**config.mk**
```make
export PLATFORM = sky130hd
export DESIGN_NAME = multicycle_control_fsm
export DESIGN_NICKNAME = d
export VERILOG_FILES = /design/src/rtl/multicycle_control_fsm.sv
export SDC_FILE = /design/constraint.sdc
export NUM_CORES = 1
export LEC_CHECK = 0
export BUFFER_PORTS_ARGS = -buffer_cell sky130_fd_sc_hd__buf_2
export CAP_MARGIN = 20
export CORE_MARGIN = 1
export CORE_UTILIZATION = 43
export CTS_CLUSTER_DIAMETER = 200
export DETAILED_ROUTE_END_ITERATION = 16
export GPL_ROUTABILITY_DRIVEN = 0
export GPL_TIMING_DRIVEN = 0
export PLACE_DENSITY = 0.91
export SYNTH_ARGS = -nofsm -noshare
export SYNTH_HDL_FRONTEND = slang
export SYNTH_SLANG_ARGS = --single-unit
```
**constraint.sdc**
```tcl
create_clock -name clk -period 3.14 [get_ports clk]
set_input_delay 0.157 -clock clk [delete_from_list [all_inputs] [get_ports clk]]
set_output_delay 0.157 -clock clk [all_outputs]
set_load 0.05 [all_outputs]
```
**src/rtl/multicycle_control_fsm.sv**
```systemverilog
// -----------------------------------------------------------------------------
// multicycle_control_fsm
//
// Moore sequencing controller for the multi-cycle RV32I datapath. One ALU and
// one unified instruction/data memory port are shared across the Fetch, Decode,
// Execute, Memory and Writeback steps. A MemReady handshake stretches FETCH,
// MEMREAD and MEMWRITE for wait-stated memory.
//
// Ports:
//   clk, rst          clock (rising edge), asynchronous active-high reset
//   Op, funct3,funct7 instruction fields from the instruction register
//   Zero              ALU zero flag (qualifies PCUpdate in BEQ)
//   MemReady          memory completes the current access this cycle
//   MemReq, MemWrite  memory request / store strobe
//   AdrSrc            memory address select (0 PC, 1 ALUOut)
//   IRWrite, PCUpdate instruction register / PC write enables
//   RegWrite          register file write enable
//   ResultSrc         00 ALUOut, 01 Data, 10 ALUResult
//   ALUSrcA           00 PC, 01 OldPC, 10 rs1
//   ALUSrcB           00 rs2, 01 ImmExt, 10 constant 4
//   ImmSrc            00 I, 01 S, 10 B, 11 J
//   ALUControl        000 add, 001 sub, 010 and, 011 or, 101 slt
//   IllegalOp         one-cycle pulse in DECODE on an unsupported opcode
//   InstRet           retired-instruction count
//
// Build option: define MCFSM_INSTRET_EN to include the retired-instruction
// counter; otherwise InstRet is tied to zero and no counter flops exist.
// -----------------------------------------------------------------------------
module multicycle_control_fsm (
   input  logic        clk,
   input  logic        rst,
   input  logic [6:0]  Op,
   input  logic [2:0]  funct3,
   input  logic [6:0]  funct7,
   input  logic        Zero,
   input  logic        MemReady,
   output logic        MemReq,
   output logic        MemWrite,
   output logic        AdrSrc,
   output logic        IRWrite,
   output logic        PCUpdate,
   output logic        RegWrite,
   output logic [1:0]  ResultSrc,
   output logic [1:0]  ALUSrcA,
   output logic [1:0]  ALUSrcB,
   output logic [1:0]  ImmSrc,
   output logic [2:0]  ALUControl,
   output logic        IllegalOp,
   output logic [31:0] InstRet
);

   localparam logic [6:0] OP_LOAD  = 7'b0000011;
   localparam logic [6:0] OP_STORE = 7'b0100011;
   localparam logic [6:0] OP_RTYPE = 7'b0110011;
   localparam logic [6:0] OP_ITYPE = 7'b0010011;
   localparam logic [6:0] OP_BEQ   = 7'b1100011;
   localparam logic [6:0] OP_JAL   = 7'b1101111;

   localparam logic [2:0] ALU_ADD = 3'b000;
   localparam logic [2:0] ALU_SUB = 3'b001;
   localparam logic [2:0] ALU_AND = 3'b010;
   localparam logic [2:0] ALU_OR  = 3'b011;
   localparam logic [2:0] ALU_SLT = 3'b101;

   typedef enum logic [3:0] {
      IDLE, FETCH, DECODE, MEMADR, MEMREAD, MEMWB, MEMWRITE,
      EXECR, EXECI, ALUWB, BEQ, JAL
   } state_t;

   state_t     state_q, state_d;
   logic [2:0] alu_dec;
   logic       unused_funct7;

   // Only funct7[5] distinguishes sub from add.
   assign unused_funct7 = ^{funct7[6], funct7[4:0]};

   always_ff @(posedge clk or posedge rst) begin
      if (rst) state_q <= IDLE;
      else     state_q <= state_d;
   end

   // funct7[5] selects sub only for R-type; I-type reuses those bits as imm.
   always_comb begin
      alu_dec = ALU_ADD;
      case (funct3)
         3'b000:  alu_dec = (state_q == EXECR && funct7[5]) ? ALU_SUB : ALU_ADD;
         3'b010:  alu_dec = ALU_SLT;
         3'b110:  alu_dec = ALU_OR;
         3'b111:  alu_dec = ALU_AND;
         default: alu_dec = ALU_ADD;
      endcase
   end

   always_comb begin
      state_d    = state_q;
      MemReq     = 1'b0;
      MemWrite   = 1'b0;
      AdrSrc     = 1'b0;
      IRWrite    = 1'b0;
      PCUpdate   = 1'b0;
      RegWrite   = 1'b0;
      ResultSrc  = 2'b00;
      ALUSrcA    = 2'b00;
      ALUSrcB    = 2'b00;
      ImmSrc     = 2'b00;
      ALUControl = ALU_ADD;
      IllegalOp  = 1'b0;

      // Immediate format follows the opcode everywhere except IDLE, which
      // keeps every output low so reset presents an all-zero control word.
      if (state_q != IDLE) begin
         case (Op)
            OP_STORE: ImmSrc = 2'b01;
            OP_BEQ:   ImmSrc = 2'b10;
            OP_JAL:   ImmSrc = 2'b11;
            default:  ImmSrc = 2'b00;
         endcase
      end

      case (state_q)
         IDLE: state_d = FETCH;
         FETCH: begin
            MemReq    = 1'b1;
            ALUSrcB   = 2'b10;
            ResultSrc = 2'b10;
            IRWrite   = MemReady;
            PCUpdate  = MemReady;
            if (MemReady) state_d = DECODE;
         end
         DECODE: begin
            ALUSrcA = 2'b01;
            ALUSrcB = 2'b01;
            case (Op)
               OP_LOAD, OP_STORE: state_d = MEMADR;
               OP_RTYPE:          state_d = EXECR;
               OP_ITYPE:          state_d = EXECI;
               OP_BEQ:            state_d = BEQ;
               OP_JAL:            state_d = JAL;
               default: begin
                  IllegalOp = 1'b1;
                  state_d   = FETCH;
               end
            endcase
         end
         MEMADR: begin
            ALUSrcA = 2'b10;
            ALUSrcB = 2'b01;
            state_d = (Op == OP_LOAD) ? MEMREAD : MEMWRITE;
         end
         MEMREAD: begin
            MemReq = 1'b1;
            AdrSrc = 1'b1;
            if (MemReady) state_d = MEMWB;
         end
         MEMWB: begin
            ResultSrc = 2'b01;
            RegWrite  = 1'b1;
            state_d   = FETCH;
         end
         MEMWRITE: begin
            MemReq   = 1'b1;
            MemWrite = 1'b1;
            AdrSrc   = 1'b1;
            if (MemReady) state_d = FETCH;
         end
         EXECR: begin
            ALUSrcA    = 2'b10;
            ALUSrcB    = 2'b00;
            ALUControl = alu_dec;
            state_d    = ALUWB;
         end
         EXECI: begin
            ALUSrcA    = 2'b10;
            ALUSrcB    = 2'b01;
            ALUControl = alu_dec;
            state_d    = ALUWB;
         end
         ALUWB: begin
            RegWrite = 1'b1;
            state_d  = FETCH;
         end
         BEQ: begin
            ALUSrcA    = 2'b10;
            ALUSrcB    = 2'b00;
            ALUControl = ALU_SUB;
            PCUpdate   = Zero;
            state_d    = FETCH;
         end
         JAL: begin
            ALUSrcA  = 2'b01;
            ALUSrcB  = 2'b10;
            PCUpdate = 1'b1;
            state_d  = ALUWB;
         end
         default: state_d = IDLE;
      endcase
   end

`ifdef MCFSM_INSTRET_EN
   logic        retire;
   logic [31:0] instret_q, instret_d;

   // An instruction retires on the final transition back into FETCH;
   // illegal opcodes return from DECODE and are not counted.
   always_comb begin
      retire = (state_q == MEMWB) || (state_q == ALUWB) || (state_q == BEQ) ||
               (state_q == MEMWRITE && MemReady);
      instret_d = retire ? instret_q + 32'd1 : instret_q;
   end

   always_ff @(posedge clk or posedge rst) begin
      if (rst) instret_q <= '0;
      else     instret_q <= instret_d;
   end

   assign InstRet = instret_q;
`else
   assign InstRet = '0;
`endif

endmodule

```
==> results.cfg, run 1 <==
[global_routing]
grt_pass1_wl_um = 2840
grtUsageTotal_pct = 17.7
grt-ovfl-total = 0
antenna_found_initial = 0
grt_max_degree = 11
first_global_vias = 733

[yosys]
seq_area_frac_synth_pct = 10.9
async_flop_share_pct = 100
ys_seq_elements = 4
synth.distinct_cells = 41
synth_edf_count = 0
yosysTopAreaCellShare_pct = 27.9
netlist_area_sq_um = 915
synth.area.top_cells = buf_4 (28%), dfrtp_1 (11%), nor2_1 (6.2%)
syn_avg_cell_area_sq_um = 7.15
synthCells = 128
synth.yosys.warnings = 0
synthFlopType = dfrtp_1
yosys.area.top_type = buf_4

[cts]
postCtsHoldBufs = 1
clk_latency_ns = 0.24
tritoncts = done
cts_setup_buffers = 0
root_buffer = clkbuf_4
clk_pin_slew_ns = 0.04
numCtsBuffers = 3
cts_buffer_depth = 2
cts-resized-gates = 0
clock_sinks = 4
cts_max_level = 1

[floorplan]
die_height_um = 48.1
io_pins = 71
rows = 16
start_util_pct = 46.1
dieArea_sq_mm = 0.00232
die_w_um = 48.1
core_area_sq_mm = 0.00198

[run_status]
status = finished clean

[timing]
fin_setup_tns_ns = 0
slew_viol_final = 0
setup_violations = 0
grt_setup_unrepaired = no
clock.fmax_ghz = 0.528
holdWs_ns = 0.253
fin_crit_sh_pct = 60.3
clock_skew_ns = 0.00633
finalHoldViolCount = 0
period_needed_ns = 1.89

[drt]
drtIter0Drc = 31
dr_total_vias = 956
wl_per_cell_um = 8.75
wirelength_um = 1940
first_pass_iters = 4
vias_per_cell = 4.31
drc_errors = 0
detail-route-antenna-nets = 0

[worst_setup_path]
crit_chain = buf_4 > nor4b_1 > o21ai_0 > nor3_1 > buf_2
cpPeakStageDelay_ns = 0.44
endpoint_kind = primary output
cp-start-kind = flop
arrival_ns = 1.74
rr_startpoint = state_q[0]
cp_max_fo = 10
criticalPathCategory = flop to primary output
slowest_stage = dfrtp_1
crit_buf_inv = 2
cp.required_ns = 2.98
startpoint = state_q[2]
cp_top_family = buffers and inverters

[final_layout]
final_common_cell = buf_2
diodes = 0
top_register = state_q
final_nets = 218
final_cell_mix = buf_2 (36), buf_4 (34), conb_1 (32)
reg_top3 = state_q: 4 flops
post-route-util_pct = 63.4
areaGrowthSynthToFinish_pct = 37.5
seqCellArea_sq_um = 100
n_fill_cell = 193
multi_input_area_sq_um = 626
drive_gt1_share_pct = 42.1
largest_reg_flops = 4

[hold_path]
min_from = Op[4]
min_path_type = input port to flop

[power]
ir_drop_v = 0.000597
powerDensity_mw_per_mm2 = 938
p_leak_uw = 0.000716

[placed_design]
hpwl_um = 1600
portBuffers = 32

[flow_run]
max_cap_viol_count = 0
==> Yosys cell counts (2+ instances only) <==
master and count:
nor3_1 5, o22ai_1 2, xnor2_1 3, o21ai_0 5, o211ai_1 2, buf_4 34
nand3_1 2, buf_2 4, nor2_1 15, and2_1 3, nor2b_1 2, inv_1 5
dfrtp_1 4, nand4_1 2, nand2b_1 2, a21oi_1 9, nand2_1 5
==> kinds of logic (layout without fill, tap and decap cells) <==
kind of cell / count (synthesis) / in the layout / synth area share, %
other cells: 1 / 32 / 0.410
compound gates: 28 / 28 / 21.8
mux: 1 / 1 / 1.09
simple gates: 46 / 46 / 28.6
flops: 4 / 4 / 10.9
buf+inv: 44 / 80 / 33.4
xor+xnor: 4 / 4 / 3.83
==> worst reg2reg max path: stages (launching register included) <==
cell and delay (ns):
dfrtp_1 0.36, buf_6 0.14, nor4_4 0.28, nand4_1 0.14, a311oi_1 0.30
==> final timing paths <==
check                                 to  slack [ns]  cells after the start
setup / recovery           ALUControl[2]        1.25                      5
hold / removal                state_q[2]        0.25                      3
setup reg to reg              state_q[2]        1.81                      4
hold reg to reg               state_q[1]        0.68                      3
max in group asynchronous     state_q[3]        2.66                      3
min in group asynchronous     state_q[2]        0.33                      3
==> cell type report <==
| cell class | instances | area share (%) |
|---|---|---|
| Buffer | 39 | 22.8 |
| Clock buffer | 3 | 1.79 |
| Inverter | 5 | 1.49 |
| Multi-Input combinational cell | 111 | 49.8 |
| Sequential cell | 4 | 7.96 |
| Tap cell | 27 | 2.69 |
| Timing Repair Buffer | 33 | 13.5 |
==> power breakdown <==
group / switching (uW) / internal (uW) / leakage, uW
logic: 719 / 298 / 0.000653
clock network: 23.5 / 42.9 / 0.0000138
registers: 17.2 / 77.6 / 0.0000489
total: 760 / 419 / 0.000716
==> through the flow <==
stage          total power (uW)  setup WS, ns  area, sq um  std cells
4_1_cts                    1180          1.24         1260        222
3_5_place_dp               1110          1.52         1220        218
2_1_floorplan               943         0.685         1030        159
5_1_grt                    1260          1.14         1260        222
3_3_place_gp               1100          1.51         1220        218
6_report                   1180          1.25         1260        222
==> routing by layer <==
layer	wire, um	track usage, %	part of all wire (%)
met4	21	8.33	1.1
met5	0	0	0
met2	929	30.8	48
met1	802	20.5	41
met3	190	4.07	9.8
Power figures use the tool's default switching activity.
==> run 2: changes to the inputs <==
- CORE_UTILIZATION: 43 -> 36
- PLACE_DENSITY: 0.91 -> 0.82
- clock period: 3.14 -> 1.6 ns (I/O delays scaled with it)
==> run 2 against run 1 <==
The flow now finishes with violations (setup timing). Combinational power up 140%. Sequential cell count did not move. Sequential share of layout area is 1.0 points lower. Largest power group unchanged. Non-clock buffer count up 6.
==> results.cfg, run 2 (same netlist as run 1, synthesis figures left out) <==
[cts]
clock_sinks = 4
clk_latency_ns = 0.23
cts_max_level = 1
tritoncts = done
numCtsBuffers = 3
cts_buffer_depth = 2
clk_pin_slew_ns = 0.03
root_buffer = clkbuf_4

[placed_design]
placedInstanceArea_sq_mm = 0.00127
portBuffers = 32
dpl.cell_count = 219
hpwl_um = 1670

[final_layout]
drive_gt1_share_pct = 51.2
diodes = 0
reg_top3 = state_q: 4 flops
final_nets = 224
fin_cells = 229
largest_reg_flops = 4
final_cell_area_sq_mm = 0.00146
final_cell_mix = buf_4 (42), conb_1 (32), buf_2 (22)
final_common_cell = buf_4
post-route-util_pct = 63.3
areaGrowthSynthToFinish_pct = 59.1
top_register = state_q

[drt]
drc_errors = 0
first_pass_iters = 5
dr_total_vias = 1014
drtIter0Drc = 36
vias_per_cell = 4.43
detail-route-antenna-nets = 0
wl_per_cell_um = 9.71
wirelength_um = 2220

[worst_setup_path]
criticalPathCategory = flop to primary output
cp.required_ns = 1.52
cp-start-kind = flop
endpoint_kind = primary output
cp_max_fo = 8
arrival_ns = 1.53

[power]
pwr-share-clk_pct = 4.4
powerDensity_mw_per_mm2 = 1860
p_leak_uw = 0.000769
netSwitchingPower_uw = 1640
p_total_uw = 2710
ir_drop_v = 0.00162
switching_share_pct = 60.3
power_frac_seq_pct = 7.1
intPower_uw = 1080
p_comb_share_pct = 88.5

[timing]
finalHoldViolCount = 0
clock.fmax_ghz = 0.620
fin_ws_ns = -0.0129
fin_crit_sh_pct = 101
holdWs_ns = 0.195
grt_setup_unrepaired = yes
clock_skew_ns = 0.00205
period_needed_ns = 1.61
slew_viol_final = 0
setup_violations = 1

[global_routing]
grt_max_degree = 11
grtUsageTotal_pct = 14.8
grtUsageMet1_pct = 18.4
antenna_found_initial = 0
met2_usage_pct = 25.9
grt-ovfl-total = 0
grt_pass1_wl_um = 3080
first_global_vias = 754
top_usage_layer = met2
use_met3_pct = 1.16

[run_status]
violations = setup timing
status = finished, violations left

[floorplan]
core_area_sq_mm = 0.00230
dieArea_sq_mm = 0.00275
die_height_um = 52.4
rows = 17
io_pins = 71
start_util_pct = 39.8
die_w_um = 52.4

[hold_path]
min_path_type = input port to flop

[flow_run]
max_cap_viol_count = 0
[run 2: cell types whose count changed in the layout (fill, tap and decap cells not counted), sizes merged]
| cell | previous run | this run |
|---|---|---|
| buf | 71 | 74 |
| clkbuf | 3 | 6 |
[run 2: repair_timing]
action / 4_1_cts / 5_1_grt
setup buffers: 1 / 5
gates resized for setup: 21 / 14
cloned: 0 / 0
endpoints found under the hold margin: 4 / 0
endpoints found under the setup margin: 8 / 10
pin swaps: 2 / 3
hold buffers: 1 / 0
[run 2: path summary, 6_finish.rpt]
kind | from | slack, ns | to | cells past startpoint
max | state_q[2] | -0.01 | ALUControl[2] | 5
min | Op[4] | 0.20 | state_q[2] | 3
max reg2reg | state_q[2] | 0.13 | state_q[2] | 4
min reg2reg | state_q[0] | 0.72 | state_q[1] | 4
max in group asynchronous | rst | 1.17 | state_q[2] | 3
min in group asynchronous | rst | 0.27 | state_q[3] | 3
[run 2: power groups by stage]
stage	Sequential [uW]	Combinational, uW	Clock [uW]
2_1_floorplan	181	1740	0
3_3_place_gp	188	2050	0
3_5_place_dp	187	2070	0
4_1_cts	195	2200	124
5_1_grt	197	2530	135
6_report	193	2400	119
[run 2: worst max-delay path, stage by stage, from the launching register on]
cell and delay, ns:
dfrtp_2 0.44, buf_8 0.15, nor4b_4 0.28, o21ai_2 0.12
nor3_4 0.13, buf_6 0.18
[run 2: routing by layer]
metal  vias up  share of wire, %
met5         -                 0
met4         0               1.8
met3         6               7.7
met2        54                52
met1       433                38
li1        521                 -
[run 2: area by class of cell]
| cell class | count | area (sq um) |
|---|---|---|
| sequential | 4 | 101 |
| tap | 28 | 35.0 |
| multi-input combinational | 111 | 703 |
| timing repair buffer | 39 | 265 |
| fill | 210 | 842 |
| inverter | 5 | 18.8 |
| buffer | 39 | 309 |
| clock buffer | 3 | 22.5 |
[run 2: through the flow]
step,TNS (ns),worst slack [ns]
floorplan,-0.456,-0.295
global placement,-0.0951,-0.0693
global route,-0.151,-0.0777
detailed placement,-0.0575,-0.0575
CTS,-0.0355,-0.0355
finish,-0.0129,-0.0129
==> run 3: changes to the inputs <==
- CORE_MARGIN: 1 -> not set
- MAX_ROUTING_LAYER: not set -> met4
==> run 3 against run 2 <==
The flow still finishes with violations (setup timing). Sequential cell count stayed put. Global-route usage is 0.45 points higher. Power is 0.39% higher. Clock power hardly changed. Core utilization stayed put. Sequential power hardly changed. First-iteration DRC count is 11% lower. Count of clock-buffer cells in the layout stayed put. Register-to-register slack worse by 0.06 ns. Fmax is 0.49% higher. Critical endpoint unchanged.
==> results.cfg, run 3 (same netlist as run 1, synthesis figures left out) <==
[run_status]
status = finished, violations left
violations = setup timing

[final_layout]
largest_reg_flops = 4
diodes = 0
final_common_cell = buf_4
drive_gt1_share_pct = 51.2
areaGrowthSynthToFinish_pct = 59.1
top_register = state_q
reg_top3 = state_q: 4 flops
final_nets = 224
final_cell_mix = buf_4 (42), conb_1 (32), buf_2 (22)

[drt]
first_pass_iters = 4
wirelength_um = 2250
dr_total_vias = 1019
maxUsedRoutingLayer = met4
drc_errors = 0
wl_met1_um = 889
wl_met3_um = 167
wl_per_cell_um = 9.83
vias_per_cell = 4.45
detail-route-antenna-nets = 0
drtIter0Drc = 32
wl_met2_um = 1150

[timing]
finalHoldViolCount = 0
clock_skew_ns = 0.00237
fin_crit_sh_pct = 100
clock.fmax_ghz = 0.623
period_needed_ns = 1.61
fin_setup_tns_ns = -0.00512
slew_viol_final = 0
fin_ws_ns = -0.00512
setup_violations = 1
grt_setup_unrepaired = yes

[global_routing]
grt_pass1_wl_um = 3090
antenna_found_initial = 0
grt-ovfl-total = 0
grtUsageTotal_pct = 15.3
grt_max_degree = 11
first_global_vias = 753

[worst_setup_path]
rr_worst_depth = 4
cp_max_fo = 8
criticalPathCategory = flop to primary output
cp.required_ns = 1.52
arrival_ns = 1.53
cp-start-kind = flop
endpoint_kind = primary output
rr_startpoint = state_q[2]
reg2reg_slack_ns = 0.07
rr_endpoint = state_q[2]

[placed_design]
hpwl_um = 1670
portBuffers = 32

[cts]
tritoncts = done
numCtsBuffers = 3
cts_buffer_depth = 2
clk_pin_slew_ns = 0.03
cts_max_level = 1
clk_latency_ns = 0.23
clock_sinks = 4
root_buffer = clkbuf_4

[power]
p_leak_uw = 0.000769
ir_drop_v = 0.00163
p_total_uw = 2720
powerDensity_mw_per_mm2 = 1870

[hold_path]
min_path_type = input port to flop
min_from = Op[4]
whs_path_depth = 3
holdPathEnd = state_q[2]

[floorplan]
core_area_sq_mm = 0.00230
dieArea_sq_mm = 0.00275
start_util_pct = 39.8
io_pins = 71
die_height_um = 52.4
die_w_um = 52.4
rows = 17

[flow_run]
max_cap_viol_count = 0
==> run 3: where the power goes <==
group / switching (uW) / internal, uW
clock: 35.3 / 83.5
combinational: 1570 / 839
sequential: 38.0 / 155
total: 1650 / 1080
==> run 3: metal layers <==
| metal | vias up | global-route usage, % |
|---|---|---|
| met2 | 56 | 25.7 |
| li1 | 518 | - |
| met5 | - | - |
| met4 | 0 | 6.14 |
| met1 | 435 | 18.7 |
| met3 | 10 | 1.16 |
==> run 3: stage by stage <==
step / utilization, % / worst slack, ns / cells / area [sq um] / hold slack (ns)
final: 63.3 / -0.00512 / 229 / 1460 / 0.216
after global routing: 63.3 / -0.0775 / 229 / 1460 / 0.214
after CTS: 60.2 / -0.0355 / 224 / 1380 / 0.190
after detailed placement: 55.5 / -0.0575 / 219 / 1270 / -0.0390
after global placement: 55.5 / -0.0693 / 219 / 1270 / -0.0408
after floorplan: - / -0.295 / 159 / 1080 / -0.154
==> run 3: cell type report <==
| class | count | area (sq um) |
|---|---|---|
| inverters | 5 | 18.8 |
| clock buffers | 3 | 22.5 |
| plain buffers | 39 | 309 |
| flip-flops and latches | 4 | 101 |
| repair buffers | 39 | 265 |
| fillers | 210 | 842 |
| well taps | 28 | 35.0 |
| multi-input cells | 111 | 703 |
==> run 3: worst max path at each step <==
stage          startpoint       endpoint  cells past startpoint
5_1_grt        state_q[2]  ALUControl[2]                      5
6_report       state_q[2]  ALUControl[2]                      5
3_5_place_dp   state_q[2]  ALUControl[2]                      5
2_1_floorplan  state_q[2]        IRWrite                      3
3_3_place_gp   state_q[2]  ALUControl[2]                      5
4_1_cts        state_q[2]  ALUControl[2]                      5
==> run 3: what timing repair did <==
action                     in CTS  in global routing
setup endpoints to repair       8                 10
hold endpoints to repair        4                  0
pin swaps                       2                  3
hold buffers                    1                  0
gates resized for setup        21                 14
setup buffers                   1                  5
==> run 3: critical path, cell delays in order (launching register included) <==
cell and delay, ns:
dfrtp_2 0.44, buf_8 0.15, nor4b_4 0.28, o21ai_2 0.12
nor3_4 0.13, buf_6 0.18
